## src/rtl/pacman_pkg.sv

```systemverilog
// Shared encodings and screen constants for the Pacman motion controller.
`timescale 1ns/1ps
package pacman_pkg;

    localparam int H_ACTIVE    = 640;
    localparam int V_ACTIVE    = 480;
    localparam int SPRITE_SIZE = 16;

    typedef enum logic [1:0] {
        DIR_RIGHT = 2'd0,
        DIR_LEFT  = 2'd1,
        DIR_UP    = 2'd2,
        DIR_DOWN  = 2'd3
    } dir_t;

    typedef enum logic [1:0] {
        ST_IDLE,
        ST_CAPTURE,
        ST_MOVE,
        ST_COMMIT
    } state_t;

    // Lowest set bit wins, so right beats left beats up beats down.
    function automatic dir_t lowest_set(input logic [3:0] v);
        dir_t d;
        d = DIR_RIGHT;
        if (v[0])      d = DIR_RIGHT;
        else if (v[1]) d = DIR_LEFT;
        else if (v[2]) d = DIR_UP;
        else if (v[3]) d = DIR_DOWN;
        return d;
    endfunction

endpackage

```

## src/rtl/pacman_motion_ctrl_if.sv

```systemverilog
// Game-facing signal bundle: frame/cursor inputs and committed sprite state.
`timescale 1ns/1ps
interface pacman_motion_ctrl_if;
    import pacman_pkg::*;

    logic       frame_tick;
    logic       enable;
    logic [3:0] cursor;
    logic [9:0] pac_x;
    logic [9:0] pac_y;
    dir_t       direction;
    logic [1:0] frame_select;
    logic       moving;
    logic       update_done;

    modport master (
        output frame_tick, enable, cursor,
        input  pac_x, pac_y, direction, frame_select, moving, update_done
    );

    modport slave (
        input  frame_tick, enable, cursor,
        output pac_x, pac_y, direction, frame_select, moving, update_done
    );

endinterface

```

## src/rtl/pacman_anim_ctr.sv

```systemverilog
// Animation prescaler: advances the 2-bit sprite frame every ANIM_DIV moving frames.
`timescale 1ns/1ps
module pacman_anim_ctr #(
    parameter int ANIM_DIV = 20
) (
    input  logic       clk,
    input  logic       rst,
    input  logic       inc,
    output logic [1:0] frame_select
);

    localparam int CW = (ANIM_DIV > 1) ? $clog2(ANIM_DIV) : 1;

    logic [CW-1:0] anim_cnt;

    always_ff @(posedge clk) begin
        if (rst) begin
            anim_cnt     <= '0;
            frame_select <= 2'd0;
        end else if (inc) begin
            if (anim_cnt == CW'(ANIM_DIV - 1)) begin
                anim_cnt     <= '0;
                frame_select <= frame_select + 2'd1;
            end else begin
                anim_cnt <= anim_cnt + 1'b1;
            end
        end
    end

endmodule

```

## src/rtl/pacman_motion_ctrl.sv

```systemverilog
// Per-frame Pacman position/heading update: latch presses, then CAPTURE/MOVE/COMMIT
// once per accepted frame_tick so outputs stay stable through the visible frame.
`timescale 1ns/1ps
module pacman_motion_ctrl
    import pacman_pkg::*;
#(
    parameter int SCALE    = 4,
    parameter int STEP     = 2,
    parameter int ANIM_DIV = 20,
    parameter int X0       = 288,
    parameter int Y0       = 208
) (
    input  logic                 clk,
    input  logic                 rst,
    pacman_motion_ctrl_if.slave  bus
);

    localparam int          FOOT   = SPRITE_SIZE * SCALE;
    localparam logic [10:0] X_MAX  = 11'(H_ACTIVE - FOOT);
    localparam logic [10:0] Y_MAX  = 11'(V_ACTIVE - FOOT);
    localparam logic [10:0] STEP_W = 11'(STEP);

    state_t      state, state_n;
    logic [3:0]  pending;
    logic [3:0]  captured;
    dir_t        req_dir;
    logic        moving_n;
    logic [9:0]  nx, ny;
    logic [10:0] x_ext, y_ext;
    logic [9:0]  move_x, move_y;
    logic        move_go;

    logic [9:0]  pac_x_r, pac_y_r;
    dir_t        direction_r;
    logic        moving_r;
    logic        update_done_r;
    logic        anim_inc;

    always_ff @(posedge clk) begin
        if (rst) state <= ST_IDLE;
        else     state <= state_n;
    end

    always_comb begin
        state_n = state;
        case (state)
            ST_IDLE:    if (bus.frame_tick && bus.enable) state_n = ST_CAPTURE;
            ST_CAPTURE: state_n = ST_MOVE;
            ST_MOVE:    state_n = ST_COMMIT;
            ST_COMMIT:  state_n = ST_IDLE;
            default:    state_n = ST_IDLE;
        endcase
    end

    // Include this cycle's cursor so a press landing on the capture cycle is kept.
    assign captured = pending | bus.cursor;

    always_comb begin
        x_ext   = {1'b0, pac_x_r};
        y_ext   = {1'b0, pac_y_r};
        move_x  = pac_x_r;
        move_y  = pac_y_r;
        move_go = moving_n;
        if (moving_n) begin
            case (req_dir)
                DIR_RIGHT: move_x = (x_ext + STEP_W > X_MAX) ? 10'd0 : 10'(x_ext + STEP_W);
                DIR_LEFT:  move_x = (x_ext < STEP_W) ? X_MAX[9:0] : 10'(x_ext - STEP_W);
                DIR_UP: begin
                    if (y_ext < STEP_W) begin
                        move_y  = 10'd0;
                        move_go = 1'b0;
                    end else begin
                        move_y = 10'(y_ext - STEP_W);
                    end
                end
                DIR_DOWN: begin
                    if (y_ext + STEP_W >= Y_MAX) begin
                        move_y  = Y_MAX[9:0];
                        move_go = 1'b0;
                    end else begin
                        move_y = 10'(y_ext + STEP_W);
                    end
                end
                default: ;
            endcase
        end
    end

    always_ff @(posedge clk) begin
        if (rst) begin
            pending       <= 4'd0;
            req_dir       <= DIR_RIGHT;
            moving_n      <= 1'b0;
            nx            <= 10'(X0);
            ny            <= 10'(Y0);
            pac_x_r       <= 10'(X0);
            pac_y_r       <= 10'(Y0);
            direction_r   <= DIR_RIGHT;
            moving_r      <= 1'b0;
            update_done_r <= 1'b0;
        end else begin
            pending       <= (state == ST_CAPTURE) ? 4'd0 : captured;
            update_done_r <= 1'b0;
            case (state)
                ST_CAPTURE: begin
                    if (captured != 4'd0) begin
                        req_dir  <= lowest_set(captured);
                        moving_n <= 1'b1;
                    end else begin
                        req_dir  <= direction_r;
                        moving_n <= moving_r;
                    end
                end
                ST_MOVE: begin
                    nx       <= move_x;
                    ny       <= move_y;
                    moving_n <= move_go;
                end
                ST_COMMIT: begin
                    pac_x_r       <= nx;
                    pac_y_r       <= ny;
                    direction_r   <= req_dir;
                    moving_r      <= moving_n;
                    update_done_r <= 1'b1;
                end
                default: ;
            endcase
        end
    end

    assign anim_inc = (state == ST_COMMIT) && moving_n;

    pacman_anim_ctr #(
        .ANIM_DIV (ANIM_DIV)
    ) u_anim (
        .clk          (clk),
        .rst          (rst),
        .inc          (anim_inc),
        .frame_select (bus.frame_select)
    );

    assign bus.pac_x       = pac_x_r;
    assign bus.pac_y       = pac_y_r;
    assign bus.direction   = direction_r;
    assign bus.moving      = moving_r;
    assign bus.update_done = update_done_r;

endmodule
```

## src/flat_wrapper.sv

```systemverilog
// flat-port wrapper written by rule: the top's interface ports become plain ports
module pacman_motion_ctrl_flat import pacman_pkg::*;
#(
    parameter int SCALE    = 4,
    parameter int STEP     = 2,
    parameter int ANIM_DIV = 20,
    parameter int X0       = 288,
    parameter int Y0       = 208
)
  (clk, rst, bus_frame_tick, bus_enable, bus_cursor, bus_pac_x, bus_pac_y, bus_direction, bus_frame_select, bus_moving, bus_update_done);
  pacman_motion_ctrl_if bus_i ();
  input  logic clk;
  input  logic rst;
  input wire logic [$bits(bus_i.frame_tick)-1:0] bus_frame_tick;
  input wire logic [$bits(bus_i.enable)-1:0] bus_enable;
  input wire logic [$bits(bus_i.cursor)-1:0] bus_cursor;
  output wire logic [$bits(bus_i.pac_x)-1:0] bus_pac_x;
  output wire logic [$bits(bus_i.pac_y)-1:0] bus_pac_y;
  output wire logic [$bits(bus_i.direction)-1:0] bus_direction;
  output wire logic [$bits(bus_i.frame_select)-1:0] bus_frame_select;
  output wire logic [$bits(bus_i.moving)-1:0] bus_moving;
  output wire logic [$bits(bus_i.update_done)-1:0] bus_update_done;
  assign bus_i.frame_tick = bus_frame_tick;
  assign bus_i.enable = bus_enable;
  assign bus_i.cursor = bus_cursor;
  assign bus_pac_x = bus_i.pac_x;
  assign bus_pac_y = bus_i.pac_y;
  assign bus_direction = bus_i.direction;
  assign bus_frame_select = bus_i.frame_select;
  assign bus_moving = bus_i.moving;
  assign bus_update_done = bus_i.update_done;
  pacman_motion_ctrl #(.SCALE(SCALE), .STEP(STEP), .ANIM_DIV(ANIM_DIV), .X0(X0), .Y0(Y0)) u_core (.clk(clk), .rst(rst), .bus(bus_i));
endmodule
```

## config.mk

```make
export PLATFORM = sky130hd
export DESIGN_NAME = pacman_motion_ctrl_flat
export DESIGN_NICKNAME = d
export VERILOG_FILES = /design/src/rtl/pacman_pkg.sv /design/src/rtl/pacman_motion_ctrl_if.sv /design/src/rtl/pacman_anim_ctr.sv /design/src/rtl/pacman_motion_ctrl.sv /design/src/flat_wrapper.sv
export SDC_FILE = /design/constraint.sdc
export NUM_CORES = 1
export LEC_CHECK = 0
export ABC_AREA = 1
export BUFFER_PORTS_ARGS = -buffer_cell sky130_fd_sc_hd__buf_2
export CORE_UTILIZATION = 27
export DETAILED_ROUTE_END_ITERATION = 8
export GPL_ROUTABILITY_DRIVEN = 0
export SLEW_MARGIN = 20
export SYNTH_ARGS = -nofsm -noshare
export SYNTH_HDL_FRONTEND = slang
export SYNTH_SLANG_ARGS = --single-unit
```

## constraint.sdc

```tcl
create_clock -name clk -period 1.7 [get_ports clk]
set_input_delay 0.255 -clock clk [delete_from_list [all_inputs] [get_ports clk]]
set_output_delay 0.255 -clock clk [all_outputs]
set_load 0.05 [all_outputs]
```

* Word-level counts from Yosys, hierarchy flattened
Index checks and enable logic that the tools add are counted.
** Operators by class
- Add/subtract/negate cells :: 6
- Order comparisons :: 4
- Equality and inequality tests :: 8
- Muxes and demuxes :: 23
- Bitwise gates (word level) :: 1
- Reductions and logical operators :: 8
** Operators by type and width (count)
- $mux 10 :: 6
- $pmux 10 s2 :: 2
- $add 10x2->11 const B :: 2
- $lt 10x2->1 const B :: 2
- $sub 10x2->10 const B :: 2
- $mux 2 :: 6
- $ge 11x9->1 const B :: 1
- $gt 11x10->1 const B :: 1
- $eq 2x2->1 const B :: 4
- $pmux 2 s4 :: 1
- $add 5x1->5 const B :: 1
- $eq 5x5->1 const B :: 1
- $mux 1 :: 5
- $mux 5 :: 1
- $eq 2x1->1 const B :: 2
- $logic_not 2->1 :: 2
- $or 4x4->4 :: 1
- $pmux 1 s2 :: 2
- $reduce_bool 4->1 :: 1
- $add 2x1->2 const B :: 1
- $logic_and 1x1->1 :: 2
- $ne 2x1->1 const B :: 1
- $reduce_and 2->1 :: 1
- $reduce_bool 2->1 :: 1
- $reduce_or 2->1 :: 1
** Storage, ports and cells
- Register bits :: 60
- Input bits :: 8
- Logic and storage cells :: 63

* Logic depth before layout (Yosys ltp)
Gate-level depths: netlist (run 1).
- Depth in word-level cells :: 6
- Mapped depth :: 14
- Mapped depth without buffers :: 14

* Hierarchy
A second synthesis (run 1) with hierarchy kept.
** Unflattened totals
- Cell total of the unflattened synthesis :: 512
- Area total of the unflattened synthesis :: 3402.0 sq um
** By module, submodules not included
- pacman_motion_ctrl :: instances 1, cells an instance 459, area an instance 3032.9 sq um
- pacman_anim_ctr :: instances 1, cells an instance 53, area an instance 369.1 sq um

* Worst setup path after synthesis (run 1)
No wires, ideal clock.
- Path type :: register -> register
- From :: register u_core.pac_x_r[1] (netlist: u_core.bus.pac_x[1])
- To :: register u_core.nx[0]
- Setup time :: 66 ps
- Arrival time :: 1995 ps
- Slack :: -361 ps
- Stages on the path, launching flop included :: 14
- Path buffers :: 0
- Clock period less this slack :: 2061 ps
- Cell sequence :: dfxtp_1 -> inv_1 -> ha_1 -> nor2_1 -> nand2_1 -> nor2_1 -> nand2_1 -> nand2_1 -> nand2_2 -> nand2_4 -> nand2_2 -> nand3_2 -> nand2_1 -> a21oi_2
** On the way
- Word-level cells in the longest chain between the ends :: 5
- Elaborated cells on any way between the ends :: 7
- Classes of those cells :: add/sub: 1; order compare: 2; mux: 4
** RTL lines
- from (decl) :: line pacman_motion_ctrl.sv:33 : logic [9:0] pac_x_r, pac_y_r;
- from (signal assigned) :: line pacman_motion_ctrl.sv:96 : pac_x_r <= 10'(X0);
- from (signal assigned) :: line pacman_motion_ctrl.sv:120 : pac_x_r <= nx;
- $add 10x2->11 :: line pacman_motion_ctrl.sv:66 : DIR_RIGHT: move_x = (x_ext + STEP_W > X_MAX) ? 10'd0 : 10'(x_ext + STEP_W);
- $gt 11x10->1 :: line pacman_motion_ctrl.sv:66
- $mux 10 :: line pacman_motion_ctrl.sv:66
- $pmux 10 s2 (*) :: line pacman_motion_ctrl.sv:65 : case (req_dir)
- $mux 10 (*) :: line pacman_motion_ctrl.sv:64 : if (moving_n) begin
- to (signal assigned) :: line pacman_motion_ctrl.sv:94 : nx <= 10'(X0);
- to (signal assigned) :: line pacman_motion_ctrl.sv:115 : nx <= move_x;
- to (decl) :: line pacman_motion_ctrl.sv:28 : logic [9:0] nx, ny;
Mark *: on every way between the ends. The rest lies on a longest branch, timed or not.
A chain may end at the register's enable or synchronous reset.

* Final worst setup path (run 1)
- From :: register u_core.pac_x_r[1] (netlist: u_core.bus.pac_x[1])
- To :: register u_core.nx[1]
** On the way
- Word-level cells in the longest chain between the ends :: 5
- Elaborated cells on any way between the ends :: 8
- Classes of those cells :: add/sub: 2; order compare: 2; mux: 4
** RTL lines (line)
- $add 10x2->11 :: pacman_motion_ctrl.sv:66
- $gt 11x10->1 :: pacman_motion_ctrl.sv:66
- $mux 10 :: pacman_motion_ctrl.sv:66
- $pmux 10 s2 :: pacman_motion_ctrl.sv:65
- $mux 10 (*) :: pacman_motion_ctrl.sv:64
Marked as above.

==> flow_summary.yaml, run 1 <==
cts:
  clkTransAtPathRegs_ns: 0.05
  insertion_delay_ns: 0.33
  clk_path_buf_depth: 2
  cts_made_buffers: 9
  cts_tree: "built"
  root_buffer: "clkbuf_16"
  cts_sinks: 60
  cts_max_level: 3
yosys:
  syn_inst: 491
  yosysTopAreaCell: "dfxtp_1"
  async_flop_share: 0
  ys_top_cells_by_area: "dfxtp_1 36%, nand2_1 12%, a21oi_1 9.4%"
  syn-num-nets: 509
  yosysSeqAreaShare: 0.357
  postSynthAreaPerCell_um2: 6.84
  netlist.area_leader.share: 0.357
  synth_most_common_cell: "nand2_1"
  synth_seq_cells: 60
  ys_warn_count: 0
  yosys-top-cells-count: "103 x nand2_1, 63 x a21oi_1, 60 x dfxtp_1"
  yosysUniqueCellTypes: 36
  syn-cell-area_um2: 3360
  synth_edf_count: 0
  ys_dominant_reg_cell: "dfxtp_1"
power:
  power.leakage_uw: 0.00187
  p_per_area_nw_per_um2: 1430
  ir_drop_uv: 554
routing:
  num_vias: 3328
  postRouteAntennaNets: 0
  drt_wl_total_mm: 8.70
  drt_iter0_markers: 146
  viasPerCell: 4.62
  wire_per_inst_um: 12.1
  firstDrtPassIters: 4
  drc: 0
global_route:
  grt_use_met2: 0.226
  grtUsageTotal: 0.139
  use_met1: 0.179
  busiest_layer: "met2"
  antenna_found_initial: 0
  grt_pass1_vias: 3083
  grt_pass1_wl_mm: 14.3
  use_met3: 0.0329
  grt_start_max_net_pins: 33
  gr-total-overflow: 0
floorplanning:
  dieHeight_um: 114
  rows: 40
  start_util: 0.279
  die_area_um2: 12900
  die_w_um: 114
  core_um2: 12100
  ios: 34
setup_path:
  r2r-start: "u_core.bus.pac_x[1]$_SDFFE_PP0P_"
  crit_arrival_ns: 1.88
  worstSetupPathType: "register to register"
  critPathRequiredTime_ns: 1.96
  crit_start: "u_core.bus.pac_x[1]$_SDFFE_PP0P_"
  reg2reg_to: "u_core.nx[1]$_SDFFE_PP0P_"
  cp-end-kind: "register"
  reg2regPathDepth: 13
  cp-start-kind: "register"
  crit_fanout: 8
  ff2ff_setup_slack_ns: 0.08
cells_and_area:
  drive_gt1_frac: 0.288
  syn_to_final_growth_pct: 28.8
  num_antenna_cells: 0
  final_nets: 566
timing:
  maxSlewViolCount: 0
  slew-limit-headroom: 0.740
  rsz0062_at_grt: "yes"
  fmax_ghz: 0.617
  setup_violations: 0
  finalHoldViolations: 0
  finalClockSkew_ns: 0.00942
  finalCritPeriodShare: 0.953
  layout_min_cycle_time_ns: 1.62
  worstMarginPinSlew_ns: 0.389
  setup_ws_ns: 0.0800
  timing.hold.ws_ns: 0.190
min_path:
  hold_start: "bus_cursor[2]"
  hold_path_class: "primary input to register"
  min_path_cells: 3
  whs_endpoint: "u_core.pending[2]$_SDFF_PP0_"
outcome:
  outcome: "finished, final reports clean"
place:
  portBuffers: 33
  dpl.hpwl_mm: 6.36
  pre_cts_ws_ns: 0.00896
run:
  maxCapViolations: 0
[state kept, by name (all words and copies together) (netlist names), 2 cells and up]
register and flops:
u_core.nx 10, u_core.bus.pac_y 10, u_core.ny 10, u_core.u_anim.frame_select 2, u_core.req_dir 2, u_core.state 2, u_core.bus.direction 2, u_core.u_anim.anim_cnt 5
u_core.bus.pac_x 10, u_core.pending 4
[layout by cell type (no fill, tap or decap), types with 2 or more instances in the layout]
| master | n |
|---|---|
| o21ai_0 | 43 |
| buf_4 | 27 |
| nand2_1 | 100 |
| nand3_1 | 25 |
| or2_2 | 2 |
| nor2_4 | 3 |
| nand3_2 | 10 |
| nor3_4 | 3 |
| dfxtp_4 | 6 |
| nand2_4 | 2 |
| nor3_1 | 10 |
| a21oi_1 | 62 |
| buf_2 | 33 |
| inv_2 | 15 |
| xor2_1 | 7 |
| ha_4 | 4 |
| inv_1 | 39 |
| dfxtp_1 | 45 |
| ha_1 | 5 |
| dfxtp_2 | 9 |
| o21ai_1 | 6 |
| nand2_2 | 14 |
| xor2_2 | 2 |
| nor2_1 | 36 |
| nor2_2 | 5 |
| buf_12 | 2 |
| clkbuf_16 | 9 |
| nand4_1 | 6 |
| a21oi_2 | 5 |
| clkinv_2 | 5 |
[through the flow]
stage / instance area (um2) / instances / TNS [ns] / utilization / total power, uW
after detailed placement: 3900 / 700 / 0 / 0.324 / 4430
after global placement: 3900 / 700 / 0 / 0.324 / 4390
after global routing: 4330 / 721 / -0.0805 / 0.359 / 6580
after CTS: 4170 / 716 / 0 / 0.346 / 6070
after floorplan: 3390 / 491 / 0 / - / 3700
final: 4330 / 721 / 0 / 0.359 / 6180
[kinds of logic (layout without fill, tap and decap cells)]
group                      count (synthesis)  count (layout)  share of synthesized area
buffers and inverters                     70             132                     0.0797
xor gates and xnor gates                  10              10                     0.0305
adders and majority gates                 10              10                     0.0372
and+or+nand+nor                          220             220                      0.307
AOI/OAI and AO/OA                        121             121                      0.188
DFF                                       60              60                      0.357
[repair_timing]
item | CTS | global route
endpoints found under the hold margin | 0 | 0
pin swaps | 0 | 15
resized for setup | 2 | 30
hold buffers | 0 | 0
buffers inserted | 0 | 5
endpoints found under the setup margin | 2 | 22
[cell type report]
class | count | area [um2]
flip-flops and latches | 60 | 1230
repair buffers | 62 | 408
clock buffers | 10 | 229
inverters | 54 | 203
well taps | 168 | 210
clock inverters | 6 | 31.3
multi-input cells | 361 | 2010
fillers | 1253 | 7730
[report_power, final]
group / leakage (uW) / switching [uW] / internal [uW]
registers: 0.000493 / 294 / 1720
clock network: 0.000136 / 638 / 972
logic: 0.00124 / 1680 / 870
[worst max-delay path, cell delays in order (launching register included)]
cell and delay, ns:
dfxtp_4 0.38, inv_2 0.06, ha_4 0.23, nor2_1 0.09, nand2_1 0.06, nor2_1 0.10
nand2_1 0.06, nand2_1 0.07, nand2_2 0.06, nand2_4 0.11, nand2_2 0.09, nand2_2 0.08
nand3_2 0.06, a21oi_2 0.10
[worst max-delay path by stage]
stage          cells past startpoint                         to  slack [ns]
6_report                          13  u_core.nx[1]$_SDFFE_PP0P_        0.08
5_1_grt                           13  u_core.ny[8]$_SDFFE_PP0P_       -0.03
4_1_cts                           11  u_core.nx[0]$_SDFFE_PP0P_        0.01
3_5_place_dp                      11  u_core.nx[0]$_SDFFE_PP0P_       0.009
3_3_place_gp                      11  u_core.nx[0]$_SDFFE_PP0P_        0.04
2_1_floorplan                      7  u_core.nx[0]$_SDFFE_PP0P_       0.006
[metal layers]
layer / share of wire / routed length (um) / vias to the layer above
met5: 0 / 0 / -
met4: 0.015 / 133 / 0
met3: 0.036 / 313 / 11
met2: 0.46 / 4010 / 51
met1: 0.49 / 4250 / 1533
li1: - / - / 1733
(Power assumes the default switching activity.)
==> run 2, diff against run 1 <==
Settings changed: CAP_MARGIN set to 20.
Clock period 1.7 ns to 1.75 ns, I/O delays scaled along.
==> run 2 against run 1 <==
  * Die area is the same
  * Setup slack gained 0.048 ns
  * Maximum frequency shrank 0.13%
  * Sequential share of layout area grew 0.50 points
  * Clock-buffer cell count grew 1
  * Via count is essentially flat
  * Combinational power shrank 5%
  * Non-clock buffer count shrank 8
  * Largest power group unchanged
==> flow_summary.yaml, run 2 (synthesis results as in run 1) <==
setup_path:
  path_buf_inv: 2
  critPathSlowestCell: "dfxtp_4"
  critPathMaxStageDelay_ns: 0.39
  critPathRequiredTime_ns: 2.01
  reg2reg_to: "u_core.nx[9]$_SDFFE_PP0P_"
  r2r-start: "u_core.bus.pac_x[2]$_SDFFE_PP0P_"
  cp_cell_sequence: "ha_4 > nand2_1 > inv_2 > nand2_2 > nor2_4 > xor2_4 > buf_4 > nand3_1 > nand2_1 > nand2_1 > a21oi_2"
  crit_fanout: 5
  ff2ff_setup_slack_ns: 0.13
  crit_family: "simple AND/OR/NAND/NOR gates"
  cp-end-kind: "register"
  reg2regPathDepth: 11
  critPathMostFrequentCell: "nand2_1"
  crit_arrival_ns: 1.88
  worstSetupPathType: "register to register"
  cp-start-kind: "register"
cells_and_area:
  layout_common_cells: "103 x nand2_1, 62 x a21oi_1, 46 x dfxtp_1"
  syn_to_final_growth_pct: 25.9
  final_nets: 558
  final_common_cell: "nand2_1"
  fill_cells: 1293
  fin_cells: 713
  drive_gt1_frac: 0.255
  num_antenna_cells: 0
  final_area_um2: 4230
min_path:
  hold_start: "bus_cursor[2]"
  min_path_cells: 3
  hold_path_class: "primary input to register"
  whs_endpoint: "u_core.pending[2]$_SDFF_PP0_"
routing:
  viasPerCell: 4.67
  wire_per_inst_um: 12.4
  drt_wl_total_mm: 8.85
  firstDrtPassIters: 4
  drt_iter0_markers: 166
  drc: 0
  num_vias: 3327
  postRouteAntennaNets: 0
floorplanning:
  die_area_um2: 12900
  dieHeight_um: 114
  start_util: 0.279
  die_w_um: 114
  rows: 40
  ios: 34
  core_um2: 12100
global_route:
  grt_start_max_net_pins: 23
  grtUsageTotal: 0.142
  grt_pass1_wl_mm: 14.5
  gr-total-overflow: 0
  antenna_found_initial: 0
  grt_pass1_vias: 3137
timing:
  layout_min_cycle_time_ns: 1.62
  fmax_ghz: 0.616
  maxSlewViolCount: 0
  slew-limit-headroom: 0.700
  finalClockSkew_ns: 0.00538
  finalCritPeriodShare: 0.927
  worstMarginPinSlew_ns: 0.450
  setup_ws_ns: 0.128
  finalHoldViolations: 0
  timing.hold.ws_ns: 0.193
  timing.setup.tns_ns: 0
  setup_violations: 0
cts:
  clkTransAtPathRegs_ns: 0.05
  root_buffer: "clkbuf_16"
  cts_sinks: 60
  insertion_delay_ns: 0.33
  cts_tree: "built"
  cts_hold_buffers: 0
  cts_max_level: 3
  clk_path_buf_depth: 2
  cts_made_buffers: 9
power:
  power.leakage_uw: 0.00183
  ir_drop_uv: 723
  p_per_area_nw_per_um2: 1430
place:
  portBuffers: 33
  placed_cell_area_um2: 3840
  dpl.hpwl_mm: 6.47
  dpl.cell_count: 694
  pre_cts_ws_ns: 0.0129
outcome:
  outcome: "finished, final reports clean"
run:
  maxCapViolations: 0
[run 2: cell types whose count changed in the layout (fill, tap and decap cells not counted), moves of 2 or more]
cell and delta:
buf_4 -7, clkinv_2 -2, dfxtp_4 -2, ha_1 +2, ha_4 -2, inv_1 +2, inv_2 -2, nand2_1 +3
nand2_2 -3, nand3_1 +3, nand3_2 -3
[run 2: repair_timing]
item / in CTS / in global routing
hold endpoints to repair: 0 / 0
buffers inserted: 0 / 3
resized for setup: 1 / 21
pin swaps: 0 / 7
endpoints found under the setup margin: 1 / 16
[run 2: layer usage]
metal,GRT usage,share of wire,up-vias
li1,-,-,1707
met1,0.178,0.48,1525
met2,0.233,0.46,79
met3,0.0340,0.048,16
met4,0.0640,0.018,0
met5,0,0,-
[run 2: final cells by class]
cell class                      instances  area (um2)  area share
Multi-Input combinational cell        361        1970       0.466
Sequential cell                        60        1230       0.290
Timing Repair Buffer                   54         335      0.0792
Clock buffer                           11         233      0.0550
Tap cell                              168         210      0.0497
Inverter                               54         203      0.0479
Clock inverter                          5        52.6      0.0124
[run 2: worst max-delay path by stage]
| stage | slack, ns | from | cells after the start | end |
|---|---|---|---|---|
| final | 0.13 | u_core.bus.pac_x[2]$_SDFFE_PP0P_ | 11 | u_core.nx[9]$_SDFFE_PP0P_ |
| after global routing | -0.007 | u_core.bus.pac_x[1]$_SDFFE_PP0P_ | 13 | u_core.nx[6]$_SDFFE_PP0P_ |
| after CTS | 0.01 | u_core.bus.pac_x[2]$_SDFFE_PP0P_ | 11 | u_core.nx[0]$_SDFFE_PP0P_ |
| after detailed placement | 0.01 | u_core.bus.pac_x[2]$_SDFFE_PP0P_ | 9 | u_core.nx[9]$_SDFFE_PP0P_ |
| after global placement | 0.02 | u_core.bus.pac_x[2]$_SDFFE_PP0P_ | 9 | u_core.nx[9]$_SDFFE_PP0P_ |
| after floorplan | 0.007 | u_core.bus.pac_x[8]$_SDFFE_PP1P_ | 12 | u_core.nx[0]$_SDFFE_PP0P_ |
[run 2: metrics by stage]
step	utilization	total power [uW]
floorplan	-	3590
global placement	0.318	4250
detailed placement	0.318	4260
CTS	0.342	6000
global route	0.351	6440
finish	0.351	6050
[run 2: report_power, final]
part,total (uW),internal [uW],switching (uW),leakage [uW]
Clock,1700,1090,608,0.000139
Combinational,2410,793,1610,0.00120
Sequential,1950,1670,277,0.000493
Total,6050,3560,2500,0.00183
[run 2: tightest hold or removal path: cells and delay by family]
kind                   cells  cell delay (ns)
buffers and inverters      1             0.09
AND/OR/NAND/NOR            2             0.14
